$ cat config.mk
export PLATFORM = sky130hd
export DESIGN_NAME = best_1ofn_busy_cclut_pipe_flat
export DESIGN_NICKNAME = d
export VERILOG_FILES = /design/src/rtl/best_1ofn_busy_cclut_pipe_pkg.sv /design/src/rtl/best_1ofn_busy_cclut_pipe_if.sv /design/src/rtl/best_1ofn_busy_cclut_pipe_best_of2.sv /design/src/rtl/best_1ofn_busy_cclut_pipe.sv /design/src/flat_wrapper.sv
export SDC_FILE = /design/constraint.sdc
export NUM_CORES = 1
export LEC_CHECK = 0
export CORE_MARGIN = 5
export CORE_UTILIZATION = 45
export DETAILED_ROUTE_END_ITERATION = 8
export PLACE_DENSITY = 0.75
export SLEW_MARGIN = 20
export SYNTH_ARGS = -nofsm -noshare
export SYNTH_HDL_FRONTEND = slang
export SYNTH_SLANG_ARGS = --single-unit
$ cat constraint.sdc
create_clock -name clock -period 2.3 [get_ports clock]
set_input_delay 0.46 -clock clock [delete_from_list [all_inputs] [get_ports clock]]
set_output_delay 0.46 -clock clock [all_outputs]
set_load 0.02 [all_outputs]
$ cat src/rtl/best_1ofn_busy_cclut_pipe_pkg.sv
// Shared ccLUT pattern-finder constants, candidate record and tree-sizing helpers
// for the pipelined best-1-of-N selector.
package best_1ofn_busy_cclut_pipe_pkg;

    localparam int unsigned MXPATB = 7;
    localparam int unsigned MXKEYB = 5;
    localparam int unsigned MXPATC = 11;
    // Index field is sized for the largest supported NCFEB (8)
    localparam int unsigned MXIDXB = 3;

    typedef struct packed {
        logic              elig;
        logic [MXPATB-1:0] pat;
        logic [MXKEYB-1:0] key;
        logic [MXPATC-1:0] carry;
        logic [MXIDXB-1:0] idx;
    } cand_t;

    function automatic int unsigned clog2(input int unsigned n);
        int unsigned r;
        r = 0;
        for (int unsigned w = 1; w < n; w = w * 2) r++;
        return r;
    endfunction

    // Node count at tree level lvl (level 0 = registered inputs); odd nodes pass through
    function automatic int unsigned level_count(input int unsigned n, input int unsigned lvl);
        int unsigned c;
        c = n;
        for (int unsigned k = 0; k < lvl; k++) c = (c + 1) / 2;
        return c;
    endfunction

    function automatic int unsigned level_base(input int unsigned n, input int unsigned lvl);
        int unsigned b;
        b = 0;
        for (int unsigned k = 0; k < lvl; k++) b += level_count(n, k);
        return b;
    endfunction

endpackage

$ cat src/rtl/best_1ofn_busy_cclut_pipe_if.sv
// Candidate-set input bus and best-candidate result bus of the best-1-of-N selector.
interface best_1ofn_busy_cclut_pipe_if
    import best_1ofn_busy_cclut_pipe_pkg::*;
#(
    parameter int unsigned NCFEB = 7
);
    localparam int unsigned MXCFEBB = clog2(NCFEB);

    logic                        vld_in;
    logic [NCFEB*MXPATB-1:0]     pat_in;
    logic [NCFEB*MXKEYB-1:0]     key_in;
    logic [NCFEB*MXPATC-1:0]     carry_in;
    logic [NCFEB-1:0]            bsy_in;

    logic                        best_vld;
    logic [MXPATB-1:0]           best_pat;
    logic [MXKEYB+MXCFEBB-1:0]   best_key;
    logic [MXPATC-1:0]           best_carry;
    logic                        best_bsy;

    modport master (
        output vld_in, pat_in, key_in, carry_in, bsy_in,
        input  best_vld, best_pat, best_key, best_carry, best_bsy
    );

    modport slave (
        input  vld_in, pat_in, key_in, carry_in, bsy_in,
        output best_vld, best_pat, best_key, best_carry, best_bsy
    );

endinterface

$ cat src/rtl/best_1ofn_busy_cclut_pipe_best_of2.sv
// Registered 2-input tree node: keeps the eligible candidate with the larger sort key,
// the left (lower-index) input on ties or when neither is eligible.
module best_1ofn_busy_cclut_pipe_best_of2
    import best_1ofn_busy_cclut_pipe_pkg::*;
(
    input  logic  clock,
    input  logic  reset,
    input  logic  vld,
    input  cand_t a,
    input  cand_t b,
    output cand_t y
);

    cand_t sel;

    // Bend bit [0] is excluded from the comparison
    always_comb begin
        sel = a;
        if (b.elig && (!a.elig || (b.pat[MXPATB-1:1] > a.pat[MXPATB-1:1]))) begin
            sel = b;
        end
    end

    always_ff @(posedge clock) begin
        if (reset || !vld) begin
            y <= '0;
        end else begin
            y <= sel;
        end
    end

endmodule

$ cat src/rtl/best_1ofn_busy_cclut_pipe.sv
// Pipelined busy-aware best-1-of-N CFEB pattern selector, latency clog2(NCFEB)+1.
// Optional per-CFEB dead-time after a win: define CCLUT_BEST_DEADTIME_EN.
module best_1ofn_busy_cclut_pipe
    import best_1ofn_busy_cclut_pipe_pkg::*;
#(
    parameter int unsigned NCFEB    = 7,
    parameter int unsigned DEADTIME = 4
)(
    input  logic                         clock,
    input  logic                         reset,
    best_1ofn_busy_cclut_pipe_if.slave   bus
);

    localparam int unsigned MXCFEBB = clog2(NCFEB);
    localparam int unsigned NLVL    = MXCFEBB;
    localparam int unsigned NNODE   = level_base(NCFEB, NLVL + 1);

    cand_t            stage_q [NCFEB];
    cand_t            node    [NNODE];
    logic [NLVL:0]    vld_q;
    logic [NCFEB-1:0] elig;
    cand_t            root;
    logic             win;

    assign root = node[NNODE-1];
    assign win  = vld_q[NLVL] && root.elig;

`ifdef CCLUT_BEST_DEADTIME_EN
    localparam logic [3:0] DtLoad = 4'(DEADTIME);

    logic [3:0] dtcnt_q [NCFEB];

    // Reload on the winning channel has priority over the per-clock decrement
    always_ff @(posedge clock) begin
        for (int i = 0; i < NCFEB; i++) begin
            if (reset) begin
                dtcnt_q[i] <= '0;
            end else if (win && (root.idx == MXIDXB'(i))) begin
                dtcnt_q[i] <= DtLoad;
            end else if (dtcnt_q[i] != '0) begin
                dtcnt_q[i] <= dtcnt_q[i] - 4'd1;
            end
        end
    end

    always_comb begin
        elig = '0;
        for (int i = 0; i < NCFEB; i++) begin
            elig[i] = !bus.bsy_in[i] && (dtcnt_q[i] == '0);
        end
    end
`else
    always_comb begin
        elig = ~bus.bsy_in;
    end
`endif

    always_ff @(posedge clock) begin
        for (int i = 0; i < NCFEB; i++) begin
            if (reset || !bus.vld_in) begin
                stage_q[i] <= '0;
            end else begin
                stage_q[i].elig  <= elig[i];
                stage_q[i].pat   <= bus.pat_in[i*MXPATB +: MXPATB];
                stage_q[i].key   <= bus.key_in[i*MXKEYB +: MXKEYB];
                stage_q[i].carry <= bus.carry_in[i*MXPATC +: MXPATC];
                stage_q[i].idx   <= MXIDXB'(i);
            end
        end
    end

    always_ff @(posedge clock) begin
        if (reset) begin
            vld_q <= '0;
        end else begin
            vld_q <= {vld_q[NLVL-1:0], bus.vld_in};
        end
    end

    for (genvar i = 0; i < NCFEB; i++) begin : g_leaf
        assign node[i] = stage_q[i];
    end

    // Flat node array: level l occupies [level_base(l) +: level_count(l)]
    for (genvar l = 1; l <= NLVL; l++) begin : g_lvl
        localparam int unsigned PrevBase = level_base(NCFEB, l - 1);
        localparam int unsigned PrevCnt  = level_count(NCFEB, l - 1);
        localparam int unsigned Base     = level_base(NCFEB, l);
        localparam int unsigned Cnt      = level_count(NCFEB, l);
        for (genvar j = 0; j < Cnt; j++) begin : g_node
            if (2 * j + 1 < PrevCnt) begin : g_pair
                best_1ofn_busy_cclut_pipe_best_of2 u_node (
                    .clock (clock),
                    .reset (reset),
                    .vld   (vld_q[l-1]),
                    .a     (node[PrevBase + 2*j]),
                    .b     (node[PrevBase + 2*j + 1]),
                    .y     (node[Base + j])
                );
            end else begin : g_pass
                best_1ofn_busy_cclut_pipe_best_of2 u_node (
                    .clock (clock),
                    .reset (reset),
                    .vld   (vld_q[l-1]),
                    .a     (node[PrevBase + 2*j]),
                    .b     ('0),
                    .y     (node[Base + j])
                );
            end
        end
    end

    always_comb begin
        bus.best_vld   = vld_q[NLVL];
        bus.best_bsy   = 1'b0;
        bus.best_pat   = '0;
        bus.best_key   = '0;
        bus.best_carry = '0;
        if (win) begin
            bus.best_pat   = root.pat;
            bus.best_key   = {root.idx[MXCFEBB-1:0], root.key};
            bus.best_carry = root.carry;
        end else if (vld_q[NLVL]) begin
            bus.best_bsy = 1'b1;
        end
    end

endmodule

$ cat src/flat_wrapper.sv
// flat-port wrapper written by rule: the top's interface ports become plain ports
module best_1ofn_busy_cclut_pipe_flat import best_1ofn_busy_cclut_pipe_pkg::*;
#(
    parameter int unsigned NCFEB    = 7,
    parameter int unsigned DEADTIME = 4
)
  (clock, reset, bus_vld_in, bus_pat_in, bus_key_in, bus_carry_in, bus_bsy_in, bus_best_vld, bus_best_pat, bus_best_key, bus_best_carry, bus_best_bsy);
  best_1ofn_busy_cclut_pipe_if #(.NCFEB(NCFEB)) bus_i ();
  input  logic clock;
  input  logic reset;
  input wire logic [$bits(bus_i.vld_in)-1:0] bus_vld_in;
  input wire logic [$bits(bus_i.pat_in)-1:0] bus_pat_in;
  input wire logic [$bits(bus_i.key_in)-1:0] bus_key_in;
  input wire logic [$bits(bus_i.carry_in)-1:0] bus_carry_in;
  input wire logic [$bits(bus_i.bsy_in)-1:0] bus_bsy_in;
  output wire logic [$bits(bus_i.best_vld)-1:0] bus_best_vld;
  output wire logic [$bits(bus_i.best_pat)-1:0] bus_best_pat;
  output wire logic [$bits(bus_i.best_key)-1:0] bus_best_key;
  output wire logic [$bits(bus_i.best_carry)-1:0] bus_best_carry;
  output wire logic [$bits(bus_i.best_bsy)-1:0] bus_best_bsy;
  assign bus_i.vld_in = bus_vld_in;
  assign bus_i.pat_in = bus_pat_in;
  assign bus_i.key_in = bus_key_in;
  assign bus_i.carry_in = bus_carry_in;
  assign bus_i.bsy_in = bus_bsy_in;
  assign bus_best_vld = bus_i.best_vld;
  assign bus_best_pat = bus_i.best_pat;
  assign bus_best_key = bus_i.best_key;
  assign bus_best_carry = bus_i.best_carry;
  assign bus_best_bsy = bus_i.best_bsy;
  best_1ofn_busy_cclut_pipe #(.NCFEB(NCFEB), .DEADTIME(DEADTIME)) u_core (.clock(clock), .reset(reset), .bus(bus_i));
endmodule
## Yosys cells after proc, flatten, opt, wreduce, memory -nomap -nowiden

Memories as Yosys holds them, arrays and structs flattened. A register that Yosys moved wholly into a read port is not among the register bits.
Cells that the tools add are included.

| word-level totals | value |
|---|---|
| register bits after elaboration | 166 |
| RAM bits | 189 |
| input bits | 171 |
| output and inout port bits | 28 |
| word-level logic and storage cells | 150 |
| memories | 1 |

Memory list:

| name | words | width | rd ports | clocked after Yosys merged registers in | write ports | line | source |
|---|---|---|---|---|---|---|---|
| u_core.stage_q | 7 | 27 | 7 | 1 | 7 | best_1ofn_busy_cclut_pipe.sv:18 | `cand_t stage_q [NCFEB];` |

| cells by class | value |
|---|---|
| $lt $le $gt $ge | 6 |
| mux-type cells | 49 |
| bitwise logic cells | 36 |
| reductions and logical operators | 27 |

Operator list:

| cell | number |
|---|---|
| 27-bit 2-to-1 mux | 6 |
| 11-bit 2-to-1 mux | 8 |
| 7-bit 2-to-1 mux | 8 |
| 6-bit > comparator | 6 |
| 5-bit 2-to-1 mux | 7 |
| 1-bit bitwise OR | 35 |
| 3-bit 2-to-1 mux | 7 |
| 1-bit 2-to-1 mux | 12 |
| 1-bit zero test | 10 |
| 1-bit logical OR | 10 |
| 8-bit 2-to-1 mux | 1 |
| 1-bit logical AND | 7 |
| 7-bit NOT | 1 |

## Logic depth before layout (Yosys ltp)

Gate-level depths: netlist (run 1).

| logic depth | value |
|---|---|
| depth in word-level cells | 5 |
| mapped depth | 8 |
| depth with buffers taken out | 6 |

## By module

From an unflattened synthesis (run 1), not the netlist that was laid out.

| unflattened totals | value |
|---|---|
| cells, all modules | 1382 |
| area total of the unflattened synthesis | 14192.4 µm² |

By module, submodules not included:

| module | times used | cells an instance | area an instance (µm²) | sequential area each (µm²) |
|---|---|---|---|---|
| best_1ofn_busy_cclut_pipe | 1 | 416 | 5484.0 | 3463.3 |
| best_1ofn_busy_cclut_pipe_best_of2 (u_core.g_lvl[1].g_node[0].g_pair.u_node ...) | 4 | 138 | 1242.4 | 540.5 |
| best_1ofn_busy_cclut_pipe_best_of2 (u_core.g_lvl[2].g_node[0].g_pair.u_node ...) | 3 | 138 | 1246.2 | 540.5 |

## Least setup slack after synthesis (run 1)

No wires, ideal clock.

| path | value |
|---|---|
| kind | register to register |
| start | memory u_core.stage_q[0][25] (netlist bit) |
| end | register u_core.g_lvl[1].g_node[0].g_pair.u_node.y[0] (netlist bit) |
| library setup time | 0.115 ns |
| arrival | 1.545 ns |
| data required time | 2.185 ns |
| slack | 0.640 ns |
| stages on the path, launching flop included | 7 |
| path buffers | 1 |
| clock period less this slack | 1.660 ns |
| cell sequence | dfxtp_1 inv_1 ha_1 a211oi_1 a31oi_4 buf_6 and2_1 |

RTL lines:

| element | line | source |
|---|---|---|
| start: declaration | best_1ofn_busy_cclut_pipe.sv:18 |  |
| end signal: assignment | best_1ofn_busy_cclut_pipe_best_of2.sv:28 | `y <= sel;` |
| end: declaration | best_1ofn_busy_cclut_pipe_best_of2.sv:11 | `output cand_t y` |

## Worst setup path in the final report (run 1)

| path | value |
|---|---|
| start | register u_core.vld_q[3] |
| end | output port bus_best_key[5] |

| between the ends | value |
|---|---|
| longest elaborated chain between the ends | 2 |

RTL lines:

| element | line | source |
|---|---|---|
| start: declaration | best_1ofn_busy_cclut_pipe.sv:20 | `logic [NLVL:0] vld_q;` |
| start signal: assignment | best_1ofn_busy_cclut_pipe.sv:76 | `vld_q <= {vld_q[NLVL-1:0], bus.vld_in};` |
| 1-bit logical AND | best_1ofn_busy_cclut_pipe.sv:26 | `assign win = vld_q[NLVL] && root.elig;` |
| 8-bit 2-to-1 mux | best_1ofn_busy_cclut_pipe.sv:119 | `if (win) begin` |
| end: declaration | flat_wrapper.sv:18 | `output wire logic [$bits(bus_i.best_key)-1:0] bus_best_key;` |

Every way passes these cells.

==> results.json, run 1 <==
{
  "io_pins": 199,
  "status": "completed",
  "synth_cells": 1227,
  "via_count": 8190,
  "ir_drop_uv": 475,
  "critPathMaxStageDelay_ps": 610,
  "fin_crit_ps": 2210,
  "clkTransAtPathRegs_ps": 60,
  "grt_first_pass_wirelength_microns": 41500,
  "setup_viol": 0,
  "fp.dieArea_sq_um": 31200,
  "drive_gt1_frac": 0.0626,
  "synthArstFlopShare": 0,
  "crit_fanout": 28,
  "final_nets": 1620,
  "cts_sinks": 355,
  "die_y_microns": 177,
  "worstSkewPairLatency_ps": 510,
  "ant_nets": 0,
  "hpwlAfterDp_microns": 19200,
  "end_kind": "primary output",
  "hold_violations": 0,
  "first_iter_violations": 501,
  "setup.worst_path.start_class": "flip-flop",
  "critPathKind": "reg -> out",
  "core_sq_um": 27600,
  "ys_ff_latch": 355,
  "synth_edf_count": 0,
  "grt_util_all_layers": 0.167,
  "hp-class": "reg -> reg",
  "htree_levels": 2,
  "fin_skew_ps": 13.0,
  "timing.final.crit_share": 0.961,
  "cts_root_buffer": "clkbuf_16",
  "p_leak_nw": 6.12,
  "synth_fp_nets": 1434,
  "row_count": 61,
  "synth_cell_types": 28,
  "initial_core_util": 0.452,
  "slew_viol_final": 0,
  "path_cells": "and3_1 > clkdlybuf4s50_1",
  "syn2layout_area_growth_pct": 28.6,
  "timing.hold.ws_ps": 419,
  "p_per_area_nw_per_um2": 785,
  "wirelength_microns": 26000,
  "die_w_microns": 177,
  "cts_hold_buffers": 0,
  "synth_flop_cell": "dfxtp_1",
  "yosysMostFrequentCell": "dfxtp_1",
  "portBuffers": 198,
  "synth_top_area_frac": 0.569,
  "via_per_inst": 4.51,
  "ys_warn_count": 0,
  "grt_pass1_vias": 8206,
  "clk_path_buf_depth": 3,
  "syn-cell-area_sq_um": 12500,
  "postSynthAreaPerCell_sq_um": 10.2,
  "tightest_slew_ps": 769,
  "setup-tns-final_ps": 0,
  "path_buf_inv": 1,
  "overflow": 0,
  "yosysSeqAreaShare": 0.569,
  "synthTopCellsByArea": "dfxtp_1 57%, mux2i_1 11%, and2_1 9.6%",
  "gp_congestion": 0.835,
  "crit_required_ps": 1840,
  "instances_no_fill": 1816,
  "cts_setup_buffers": 0,
  "cp_slowest_cell": "clkdlybuf4s50_1",
  "yosys.area.top_type": "dfxtp_1",
  "wire_per_inst_microns": 14.3,
  "place_inst": 1754,
  "cp_top_family": "buffers and inverters",
  "rsz0062_at_grt": "no",
  "synth_commonest_cells": "355 x dfxtp_1, 285 x nand2_1, 191 x and2_1",
  "fmax_mhz": 453,
  "slew_headroom": 0.487,
  "cts_tree": "done",
  "drt-pass1-iter-count": 5,
  "numCtsBuffers": 35,
  "p_total_w": 0.0126,
  "grt_max_degree": 105,
  "antenna_found_initial": 2,
  "arrival_ps": 1750,
  "drc": 0,
  "maxCapViolCount": 0,
  "fin_util": 0.582
}
-- where the power goes --
part / internal [W] / switching, W
logic: 0.000414 / 0.000250
clock network: 0.00342 / 0.00220
registers: 0.00629 / 0.0000530
-- placed cells by master, fill, tap and decap left out, types with 7 or more instances in the layout --
cell	instances
and2_1	191
and3_1	28
buf_12	9
buf_4	14
clkbuf_1	7
clkbuf_16	37
clkbuf_8	8
clkdlybuf4s50_1	194
dfxtp_1	353
ha_1	36
inv_1	43
mux2i_1	142
nand2_1	285
nand3_1	12
nor2_1	8
nor2b_1	7
-- metal layers --
layer | vias up | global-route usage | share of wire
met4 | 2 | 0.0551 | 0.026
met2 | 187 | 0.268 | 0.45
met3 | 48 | 0.0314 | 0.056
li1 | 4266 | - | -
met5 | - | 0 | 0.00031
met1 | 3687 | 0.228 | 0.46
-- kinds of logic after synthesis --
kind of cell,Yosys count,synth area share
AOI/OAI and AO/OA,36,0.0246
adders and majority gates,36,0.0360
buffers and inverters,116,0.0453
DFF,355,0.569
muxes,142,0.114
and+or+nand+nor,542,0.212
-- tightest hold or removal path: stages, from the launching register on --
cell and delay [ps]:
dfxtp_1 290, nand2_1 50, nor2_1 30
-- per-stage QoR --
step	worst slack, ps	instance area, sq um
CTS	50.0	16100
finish	90.4	16100
global placement	184	14900
global route	0.694	16100
detailed placement	203	14900
floorplan	640	12500
-- state kept, by name, summed over array words and instances (netlist names) --
register and cells:
u_core.stage_q 169, u_core.g_lvl.g_node.g_pair.u_node.y 157, u_core.g_lvl.g_node.g_pass.u_node.y 25, u_core.vld_q 4
-- layout make-up --
type,count,area (sq um)
clock inverters,9,101
flip-flops and latches,355,7110
multi-input cells,756,4880
well taps,378,473
clock buffers,52,1060
repair buffers,221,2280
diodes,1,2.50
fillers,2360,11600
inverters,44,166
-- timing repair --
action	CTS	global route
gates resized for setup	4	4
endpoints found under the hold margin	0	0
endpoints found under the setup margin	28	4
-- path summary, 6_finish.rpt --
check             depth (start not counted)                                       endpoint  slack (ps)                                         start
hold reg to reg                           2   u_core.g_lvl[2].g_node[1].g_pair.u_node.y[0]         420  u_core.g_lvl[1].g_node[2].g_pair.u_node.y[0]
setup reg to reg                          7  u_core.g_lvl[1].g_node[2].g_pair.u_node.y[10]         200                         u_core.stage_q[4][25]
setup / recovery                          2                                bus_best_key[5]          90                               u_core.vld_q[3]
hold / removal                            2   u_core.g_lvl[2].g_node[1].g_pair.u_node.y[0]         420  u_core.g_lvl[1].g_node[2].g_pair.u_node.y[0]
No activity file was read; power rests on OpenSTA's default activity.
==> run 2: changes to the inputs <==
GPL_ROUTABILITY_DRIVEN = 0   (was default)
==> results of run 2 <==
The final DEF is identical to that of run 1; final timing and power are the same.
==> edit 1 (settings of run 2) <==
Add a define of `CCLUT_BEST_DEADTIME_EN`.
--- a/src/rtl/best_1ofn_busy_cclut_pipe.sv
+++ b/src/rtl/best_1ofn_busy_cclut_pipe.sv
@@ -1,4 +1,6 @@
 // Pipelined busy-aware best-1-of-N CFEB pattern selector, latency clog2(NCFEB)+1.
 // Optional per-CFEB dead-time after a win: define CCLUT_BEST_DEADTIME_EN.
+`define CCLUT_BEST_DEADTIME_EN
+
 module best_1ofn_busy_cclut_pipe
     import best_1ofn_busy_cclut_pipe_pkg::*;
Function: changed (a bounded check fails within 10 cycles, from zero or initial values and one cycle with reset high).
==> edit 1 against run 2 <==
  * Cell area is 10% higher
  * Routed wire length is 14% higher
  * Maximum frequency is 0.28% lower
  * Setup slack worse by 6.1 ps
  * Critical path type unchanged
  * Synthesized area is 13% higher
  * Sequential share of layout area is 0.56 points higher
  * Clock skew hardly changed
  * Sequential cell count is 28 higher
  * Core utilization is 0.51 points lower
  * Via count is 13% higher
Power is not compared: it rests on default switching activity, and its combinational part moved more than twofold at a synthesized area within 25%.
==> edit 1: results (changes against run 2) <==
| Metric | Value |
|---|---|
| Number of buffers created by CTS | 39 (+11%) |
| Crit-path slowest cell | clkdlybuf4s50_1 |
| Commonest cells in the netlist | 355 x dfxtp_1, 303 x nand2_1, 191 x and2_1 |
| Largest regs | u_core.stage_q x169, u_core.g_lvl.g_node.g_pair.u_node.y x157, u_core.dtcnt_q x28 |
| Clock Skew | 12.83 ps (-0.1828 ps) |
| Vias in the first global route | 9,519 (+16%) |
| Asr flop ratio synth | 0% (unchanged) |
| Post-route insts no fill | 1,990 (+9.6%) |
| Synthesized instance count | 1,381 (+13%) |
| Initial DRC Count | 452 (-9.8%) |
| Synth Area in Compound Gates | 2.622% (+0.16 points) |
| Multiplexer share of the synthesized area | 10.38% (-0.99 points) |
| Distinct cells, synth | 36 (+29%) |
| Critical Path Fanout Max | 12 (-57%) |
| Outcome | complete, no violations |
| Area contributors post-synth | dfxtp_1 50%, mux2i_1 10%, and2_1 8.5% |
| Largest net degree at the start of global routing | 163 (+55%) |
| Placed Instances | 1,923 (+9.6%) |
| Synth Area in Adders | 3.822% (+0.22 points) |
| Drt via density | 4.653 (+3.2%) |
| N_diodes | 0 (-1) |
| Pleak | 6.770 nW |
| Number of synthesized flops with an enable pin | 28 (+28) |
| Post-detail-place hpwl | 21,770 um (+13%) |
| All-Layer GR Usage | 16.83% (+0.14 points) |
| Worst skew pair latency | 510 ps (about the same) |
| Final nets | 1,782 (+10%) |
| Mapped Nets | 1,595 (+11%) |
| CTS clock-pin slew for the worst setup and hold paths | 60 ps (about the same) |
| Pre-CTS setup slack | 210.1 ps (+7.084 ps) |
| Global-route wire length before repair | 48,260 um (+16%) |
| Wire per inst | 14.84 um (+3.6%) |
| Xor/xnor cell area share of the yosys netlist | 0.4355% (+0.44 points) |
| Initial antenna violation count | 0 (-2) |
| Slew headroom | 59.63% (+11 points) |
| Sequential area share after synthesis | 56.45% (-0.42 points) |
| Share of layout cells above drive strength 1 | 6.775% (+0.51 points) |
[edit 1: changes by cell type after synthesis, sizes merged, moves of 5 or more]
cell | before | now
clkbuf | 47 | 30
ha | 36 | 43
nor2 | 8 | 34
a21oi | 0 | 6
inv | 44 | 58
xnor2 | 0 | 7
nor3 | 0 | 12
nand2 | 285 | 303
buf | 25 | 46
a31oi | 6 | 11
edfxtp | 0 | 28
[edit 1: kinds of logic after synthesis]
family | count (synthesis)
AOI/OAI and AO/OA | 47
buffers and inverters | 134
DFF | 383
xor gates and xnor gates | 7
and+or+nand+nor | 621
adders and majority gates | 43
muxes | 146
[edit 1: final timing paths]
check                                           startpoint                                      endpoint  slack [ps]  depth (start not counted)
max                                        u_core.vld_q[3]                               bus_best_pat[2]          80                          2
min           u_core.g_lvl[1].g_node[2].g_pair.u_node.y[0]  u_core.g_lvl[2].g_node[1].g_pair.u_node.y[0]         410                          2
min reg2reg   u_core.g_lvl[1].g_node[2].g_pair.u_node.y[0]  u_core.g_lvl[2].g_node[1].g_pair.u_node.y[0]         410                          2
max reg2reg  u_core.g_lvl[2].g_node[0].g_pair.u_node.y[25]  u_core.g_lvl[3].g_node[0].g_pair.u_node.y[4]         170                          7
[edit 1: per-stage QoR]
step                      power [W]  instance area, um2
after floorplan            0.008622               14080
after global placement     0.009144               16490
after detailed placement   0.009224               16490
after CTS                   0.01534               17730
after global routing        0.01588               17730
final                       0.01518               17730
[edit 1: where the power goes]
group	switching (W)	internal, W	total [W]	leakage, nW
registers	0.000239	0.00720	0.00744	3.20
clock network	0.00241	0.00369	0.00610	0.635
logic	0.000778	0.000855	0.00163	2.93
total	0.00343	0.0117	0.0152	6.77
[edit 1: area by class of cell]
type,instances,area [um2],area share (%)
multi-input combinational,864,5528,31.17
clock buffer,57,1187,6.696
inverter,58,219.0,1.235
tap,396,495.5,2.794
sequential,383,7949,44.83
clock inverter,10,82.58,0.4657
timing repair buffer,222,2271,12.81
[edit 1: timing repair]
| action | CTS | global route |
|---|---|---|
| endpoints found under the setup margin | 28 | 0 |
| hold endpoints to repair | 0 | 0 |
| gates resized for setup | 25 | 0 |
[edit 1: worst register-to-register path, cell delays in order, from the launching register on]
cell and delay (ps):
dfxtp_1 350, inv_1 60, ha_1 320, nand4_1 130, o21bai_1 210, a31oi_4 360
buf_12 210, mux2i_1 370
[edit 1: metal layers]
metal,global-route usage (%),share of wire [%],up-vias
met2,27.90,46,212
li1,-,-,4798
met5,0,0,-
met3,2.818,4.4,43
met1,22.99,47,4206
met4,4.465,2.0,0
==> edit 2 (settings of run 2) <==
Without the edit above. Set the package constant `MXKEYB` to 6 (it was 5).
--- a/src/rtl/best_1ofn_busy_cclut_pipe_pkg.sv
+++ b/src/rtl/best_1ofn_busy_cclut_pipe_pkg.sv
@@ -4,5 +4,5 @@
 
     localparam int unsigned MXPATB = 7;
-    localparam int unsigned MXKEYB = 5;
+    localparam int unsigned MXKEYB = 6;
     localparam int unsigned MXPATC = 11;
     // Index field is sized for the largest supported NCFEB (8)
Interface: changed (resized bus_best_key and bus_key_in); port bits go from 199 to 207. The function was not compared with the original's and may differ.
==> edit 2 against run 2 <==
  * Count of clock-buffer cells in the layout increased by 7
  * Largest power group unchanged
  * Routed wire length increased by 4.6%
  * Total power up 7.0%
  * Register-to-register slack gained 170 ps
  * Hold slack worse by 3.4 ps
  * Core utilization up 0.36 points
  * Synthesized cell count up 3.6%
  * Via count grew 3.4%
  * Die area is 3.4% higher
  * Setup slack improved by 19 ps
  * First-iteration DRC count fell by 28%
  * Sequential cell count up 14
  * Cell area grew 4.0%
  * Synthesized area increased by 3.6%
==> edit 2: results (changes against run 2) <==
| Metric | Value |
|---|---|
| TritonRoute pass-1 iters | 4 (-1) |
| Worst-Margin Slew | 402.8 ps (-366.1 ps) |
| Number of buffers created by CTS | 38 (+8.6%) |
| Global-route wire length before repair | 43,640 um (+5.3%) |
| Distinct cells, synth | 26 (-7.1%) |
| Clk tree area frac | 7.779% (+0.54 points) |
| Share of layout cells above drive strength 1 | 6.036% (-0.23 points) |
| Area Overhead vs Synth | 29.03% |
| All-Layer GR Usage | 16.47% (-0.22 points) |
| Sequential area share after synthesis | 57.04% (+0.16 points) |
| R2R Path End | u_core.g_lvl[3].g_node[0].g_pair.u_node.y[5] |
| Worst Path Arrival | 1730 ps (-20 ps) |
| Initial antenna violation count | 0 (-2) |
| Seq cells | 369 (+3.9%) |
| Area taken by multi-input logic gates | 5036 um2 (+3.3%) |
| Via count of the routed design | 8,467 (+3.4%) |
| Multi-input gate count | 783 (+3.6%) |
| Clock Skew | 20.11 ps (+7.091 ps) |
| Seq pwr share | 48.8% (-1.4 points) |
| Vias in the first global route | 8,645 (+5.3%) |
| Pleak | 6.430 nW (+5.1%) |
| PortBufs | 206 (+4.0%) |
| Clk power | 0.00622 W (+11%) |
| Number of gates resized after cts | 29 (+25) |
| Met3 Usage GRT | 3.011% (-0.13 points) |
| Largest regs | u_core.stage_q x176, u_core.g_lvl.g_node.g_pair.u_node.y x163, u_core.g_lvl.g_node.g_pass.u_node.y x26 |
| Initial DRC Count | 362 (-28%) |
| Outcome | complete, no violations |
| Critical Path Start | u_core.g_lvl[3].g_node[0].g_pair.u_node.y[27] |
| CLK BUF | 59 (+13%) |
| Worst setup path endpoint | bus_best_bsy |
| Period minus WS final | 2191 ps (-18.59 ps) |
| Commonest cells in the netlist | 369 x dfxtp_1, 297 x nand2_1, 199 x and2_1 |
| Met2 Usage GRT | 29.08% (+2.3 points) |
| Reg2reg start | u_core.g_lvl[2].g_node[0].g_pair.u_node.y[26] |
| Buffers, non-clock | 227 (+2.7%) |
| Placed Area | 15,440 um2 (+3.7%) |
| Global Route met1 Usage | 20.90% (-1.9 points) |
| Area contributors post-synth | dfxtp_1 57%, mux2i_1 11%, and2_1 9.6% |
| Wire per inst | 14.51 um (+1.3%) |
| Final non-clock buffer share | 13.98% (-0.19 points) |
| Syn_area_per_cell | 10.19 um2 (about the same) |
| Final nets | 1,677 (+3.5%) |
| Post-detail-place hpwl | 19,620 um (+2.1%) |
| VDD IR max | 0.4170 mV (-12%) |
| Placed Instances | 1,807 (+3.0%) |
| N_diodes | 0 (-1) |
| Hold_ws | 416.0 ps (-3.430 ps) |
| Power per cell area | 808.4 nW/um2 (+2.9%) |
| Synthesized instance count | 1,271 (+3.6%) |
| Largest net degree at the start of global routing | 102 (-2.9%) |
| R2R setup slack | 370 ps (+170 ps) |
| Fill cells | 2,422 (+2.6%) |
| Flip-flop and latch area | 7391 um2 (+3.9%) |
-- edit 2: changes by cell type after synthesis, sizes merged --
| cell | before | now |
|---|---|---|
| mux2i | 142 | 148 |
| and2 | 191 | 199 |
| clkbuf | 47 | 39 |
| dfxtp | 355 | 369 |
| buf | 25 | 36 |
| nand2 | 285 | 297 |
| and3 | 29 | 30 |
-- edit 2: per-layer routing --
layer	part of all wire, %	vias to the layer above	wire, um
met3	4.5	35	1226
met5	0	-	0
li1	-	4422	-
met1	44	3840	12020
met2	50	170	13530
met4	1.6	0	429
-- edit 2: critical path: cells and delay by family (launching register included) --
kind | cells | cell delay [ps]
buf+inv | 2 | 800
flops | 1 | 310
simple gates | 1 | 120
-- edit 2: cells by family (layout without fill, tap and decap cells) --
kind of cell,Yosys count,in the layout,synth area share (%)
AND/OR/NAND/NOR,563,563,21.19
flip-flops,369,369,57.04
multiplexers,148,148,11.44
buffers and inverters,119,339,4.599
adder cells (fa/ha/maj),36,36,3.478
AO/OA/AOI/OAI,36,36,2.261
